## src/rtl/sha_pkg.sv

```systemverilog
// Shared SHA-256 definitions: word type, small-sigma functions and the
// message-schedule FSM state encoding.
package sha_pkg;

  localparam int unsigned WORD_W        = 32;
  localparam int unsigned SHA256_ROUNDS = 64;

  typedef logic [WORD_W-1:0] word_t;

  typedef enum logic [1:0] {
    StIdle,
    StStart,
    StRun
  } sched_state_e;

  function automatic word_t rotr(input word_t x, input int unsigned n);
    return (x >> n) | (x << (WORD_W - n));
  endfunction

  function automatic word_t ssig0(input word_t x);
    return rotr(x, 7) ^ rotr(x, 18) ^ (x >> 3);
  endfunction

  function automatic word_t ssig1(input word_t x);
    return rotr(x, 17) ^ rotr(x, 19) ^ (x >> 10);
  endfunction

endpackage

```

## src/rtl/sha_sched_next.sv

```systemverilog
// Next schedule word from the sliding-window taps. Kept as its own module so
// the four-input adder tree can be floorplanned and timed in isolation.
module sha_sched_next
  import sha_pkg::*;
(
  input  word_t w0,
  input  word_t w1,
  input  word_t w9,
  input  word_t w14,
  output word_t next
);

  assign next = ssig1(w14) + w9 + ssig0(w1) + w0;

endmodule

```

## src/rtl/sha_message_schedule.sv

```systemverilog
// SHA-256 message schedule: accepts a 512-bit block, pulses comp_start, then
// streams W[0..NUM_ROUNDS-1] one word per cycle from a 16-word sliding window.
module sha_message_schedule
  import sha_pkg::*;
#(
  parameter int unsigned NUM_ROUNDS = SHA256_ROUNDS
) (
  input  logic         clk,
  input  logic         rst,
  input  logic         block_valid,
  output logic         block_ready,
  input  logic [511:0] block,
  output logic         comp_start,
  output logic [31:0]  w_out,
  output logic         w_valid,
  output logic [5:0]   round,
  output logic         done
);

  localparam int unsigned WindowLen = 16;
  localparam logic [5:0]  LastRound = 6'(NUM_ROUNDS - 1);

  sched_state_e state_q, state_d;
  logic [5:0]   round_q, round_d;
  word_t        window_q [WindowLen];
  word_t        next_word;
  logic         load;
  logic         shift;

  sha_sched_next u_next (
    .w0   (window_q[0]),
    .w1   (window_q[1]),
    .w9   (window_q[9]),
    .w14  (window_q[14]),
    .next (next_word)
  );

  // Outputs decode straight from state so an async reset drops them at once.
  always_comb begin
    state_d     = state_q;
    round_d     = round_q;
    load        = 1'b0;
    shift       = 1'b0;
    block_ready = 1'b0;
    comp_start  = 1'b0;
    w_valid     = 1'b0;
    done        = 1'b0;
    unique case (state_q)
      StIdle: begin
        block_ready = 1'b1;
        if (block_valid) begin
          load    = 1'b1;
          state_d = StStart;
        end
      end
      StStart: begin
        comp_start = 1'b1;
        round_d    = '0;
        state_d    = StRun;
      end
      StRun: begin
        w_valid = 1'b1;
        shift   = 1'b1;
        if (round_q == LastRound) begin
          done        = 1'b1;
          block_ready = 1'b1;
          if (block_valid) begin
            load    = 1'b1;
            state_d = StStart;
          end else begin
            state_d = StIdle;
          end
        end else begin
          round_d = round_q + 6'd1;
        end
      end
      default: state_d = StIdle;
    endcase
  end

  always_ff @(posedge clk or posedge rst) begin
    if (rst) begin
      state_q <= StIdle;
      round_q <= '0;
    end else begin
      state_q <= state_d;
      round_q <= round_d;
    end
  end

  always_ff @(posedge clk or posedge rst) begin
    if (rst) begin
      for (int i = 0; i < WindowLen; i++) window_q[i] <= '0;
    end else if (load) begin
      for (int i = 0; i < WindowLen; i++) window_q[i] <= block[511 - 32*i -: 32];
    end else if (shift) begin
      for (int i = 0; i < WindowLen - 1; i++) window_q[i] <= window_q[i+1];
      window_q[WindowLen-1] <= next_word;
    end
  end

  assign w_out = window_q[0];
  assign round = round_q;

endmodule

```

## config.mk

```make
export PLATFORM = sky130hd
export DESIGN_NAME = sha_message_schedule
export DESIGN_NICKNAME = d
export VERILOG_FILES = /design/src/rtl/sha_pkg.sv /design/src/rtl/sha_sched_next.sv /design/src/rtl/sha_message_schedule.sv
export SDC_FILE = /design/constraint.sdc
export NUM_CORES = 2
export LEC_CHECK = 0
export BUFFER_PORTS_ARGS = -buffer_cell sky130_fd_sc_hd__buf_2
export CAP_MARGIN = 30
export CORE_MARGIN = 2
export CORE_UTILIZATION = 50
export CTS_BUF_LIST = sky130_fd_sc_hd__clkbuf_16
export DETAILED_ROUTE_END_ITERATION = 12
export GPL_TIMING_DRIVEN = 0
export PLACE_DENSITY = 0.74
export SLEW_MARGIN = 20
export SYNTH_ARGS = -nofsm -noshare
export SYNTH_HDL_FRONTEND = slang
export SYNTH_SLANG_ARGS = --single-unit
```

## constraint.sdc

```tcl
create_clock -name clk -period 35.1 [get_ports clk]
set_input_delay 3.51 -clock clk [delete_from_list [all_inputs] [get_ports clk]]
set_output_delay 3.51 -clock clk [all_outputs]
set_load 0.03 [all_outputs]
```

==> out/qor.yml <==
status:
  status: "completed"
timing:
  fin_tns_setup_ns: 0
  finalMaxSlewViolations: 0
  rsz0062_at_grt: "false"
  max_freq_mhz: 181
  setup_violations: 0
  worstMarginPinSlew_ns: 0.827
  worst_slack_ns: 29.58
  relSlewSlack_pct: 44.9
  post-route-period-util_pct: 15.7
  skew_ns: 0.0250
  finalHoldViolCount: 0
  period_needed_ns: 5.52
logic_synthesis:
  async_flop_share_pct: 100
  yosys.area.top_type_share_pct: 46.6
  yosysUniqueCellTypes: 57
  synth_nets: 4040
  synth_top_area_cell: "dfrtp_1"
  synthCells: 3431
  synth_flop_cell: "dfrtp_1"
  synth_area_per_cell_um2: 8.13
  synth_edf_count: 0
  ys_seq_area_share_pct: 46.6
  yosys_warnings: 0
  ys_ff_latch: 520
  netlist_area_um2: 27900
  yosys-top-cells-area: "dfrtp_1 47%, nand2_1 14%, a31oi_1 11%"
flow_run:
  maxCapViolations: 0
clock_tree:
  post-cts-setup-buffer-count: 0
  cts_num_sinks: 520
  cts_resized: 0
  cts_buffer_depth: 3
  cts_hold_buf: 0
  insertion_delay_ns: 0.65
  cts_tree: "built"
  cts-htree-levels: 2
  cts-root-buf: "clkbuf_16"
  cts_buffers: 56
  clkTransAtPathRegs_ns: 0.06
floorplanning:
  num_rows: 86
  fp.dieArea_um2: 57700
  die_y_um: 240
  start_util_pct: 50.7
  core-area_um2: 55100
  io_pins: 557
  die_x_um: 240
worst_hold_path:
  hold_path.class: "reg2reg"
final_layout:
  fillers: 5183
  layout-drive-gt1-share_pct: 18.7
  layout_commonest_cell: "nand2_1"
  layout_common_cells: "1018 x nand2_1, 639 x buf_2, 528 x nor2_1"
  multiInputGateArea_um2: 13000
  area_growth_pct: 20.1
  fin_nets: 4660
  final_cell_area_um2: 33500
  register_area_um2: 13000
  fin_cells: 4846
global_routing:
  grt_max_degree: 107
  first_global_vias: 26300
  grt_usage_pct: 36.3
  grt_overflow: 0
  grt_pass1_wl_mm: 155
  antenna_found_initial: 6
setup_path:
  cp-end-kind: "output port"
  critPathKind: "reg2out"
  startpoint_type: "register"
  critPathMaxFanout: 5
  crit_arrival_ns: 2.01
  critPathRequiredTime_ns: 31.59
routing:
  wl_per_cell_um: 21.8
  met3WireLength_mm: 8.35
  ant_nets: 0
  drt_iter0_markers: 2258
  wl_met2_mm: 49.1
  vias_per_cell: 5.56
  dr.pass1.iters: 6
  routed_wirelength_mm: 105
  drc_errors: 0
  routed.top_layer: "met5"
  vias: 27000
  drt-met1-wl_mm: 41.8
placement:
  dpl.hpwl_mm: 85.0
  place_area_um2: 31800
  dp_cells: 4741
  dp_slack_ns: 29.26
  gp_congestion: 1.02
  portBuffers: 556
path summary, 6_finish.rpt:
kind | from | end | slack, ns | cells after the start
max | round[0]$_DFFE_PP0P_ | block_ready | 29.58 | 5
min | window_q[11]$_DFFE_PP0P_ | window_q[11]$_DFFE_PP0P_ | 0.48 | 2
max reg2reg | window_q[467]$_DFFE_PP0P_ | window_q[29]$_DFFE_PP0P_ | 30.43 | 15
min reg2reg | window_q[11]$_DFFE_PP0P_ | window_q[11]$_DFFE_PP0P_ | 0.48 | 2
max in group asynchronous | rst | window_q[466]$_DFFE_PP0P_ | 30.46 | 5
min in group asynchronous | rst | round[1]$_DFFE_PP0P_ | 2.83 | 2
cell usage after synthesis, types with 2 or more instances:
cell type,count
nand4_1,2
xor2_1,24
and4_1,2
nor3_1,5
a22oi_1,14
buf_4,32
o21a_1,3
ha_1,32
o41ai_2,2
nor2_1,528
a211oi_2,2
o21ai_0,37
a21oi_2,2
a21oi_1,50
and3_1,3
o221ai_1,2
nand2_1,1018
nand3_1,14
o21bai_1,5
a22o_1,2
nand2b_1,2
fa_1,62
a211oi_1,3
buf_2,83
o22ai_1,2
clkbuf_1,192
a21o_1,5
buf_1,2
buf_6,2
o21ai_1,7
xnor2_1,123
inv_1,137
nor3b_1,3
dfrtp_1,520
a31oi_1,487
cells by family (layout without fill, tap and decap cells):
family	count (synthesis)	count (layout)	synth area share, %
AO/OA/AOI/OAI	636	636	14.3
XOR/XNOR	147	147	4.61
adder cells (fa/ha/maj)	94	94	5.88
buffers and inverters	449	1114	6.90
flip-flops	520	520	46.6
multiplexers	2	2	0.0762
other	0	2	0
AND/OR/NAND/NOR	1583	1583	21.6
state kept, by name (all words and copies together), names as in the netlist:
register,count
round,6
state_q,2
w_out,32
window_q,480
layout make-up:
| class | count | area share [%] |
|---|---|---|
| multi-input combinational | 2462 | 38.7 |
| sequential | 520 | 38.8 |
| tap | 748 | 2.79 |
| buffer | 311 | 4.20 |
| clock inverter | 46 | 0.840 |
| antenna | 2 | 0.0149 |
| timing repair buffer | 562 | 8.76 |
| inverter | 138 | 1.57 |
| clock buffer | 57 | 4.26 |
per-layer routing:
layer,track usage [%],vias up
met4,19.0,8
met3,6.35,285
met1,46.4,12800
li1,-,12500
met2,59.1,1357
met5,0,-
critical path: stages (launching register included):
cell and delay [ns]:
dfrtp_1 0.41, ha_1 0.22, and3_1 0.22, nand3_2 0.14
a21oi_2 0.17, buf_2 0.21
per-stage QoR:
step / util, % / hold WS [ns]
floorplan: - / 0.450
global placement: 57.4 / 0.464
detailed placement: 57.7 / 0.471
CTS: 60.8 / 0.485
global route: 60.8 / 0.509
finish: 60.8 / 0.483
Power is not shown: default switching activity piles up to over one toggle a cycle in this logic, so the estimate is an artifact.
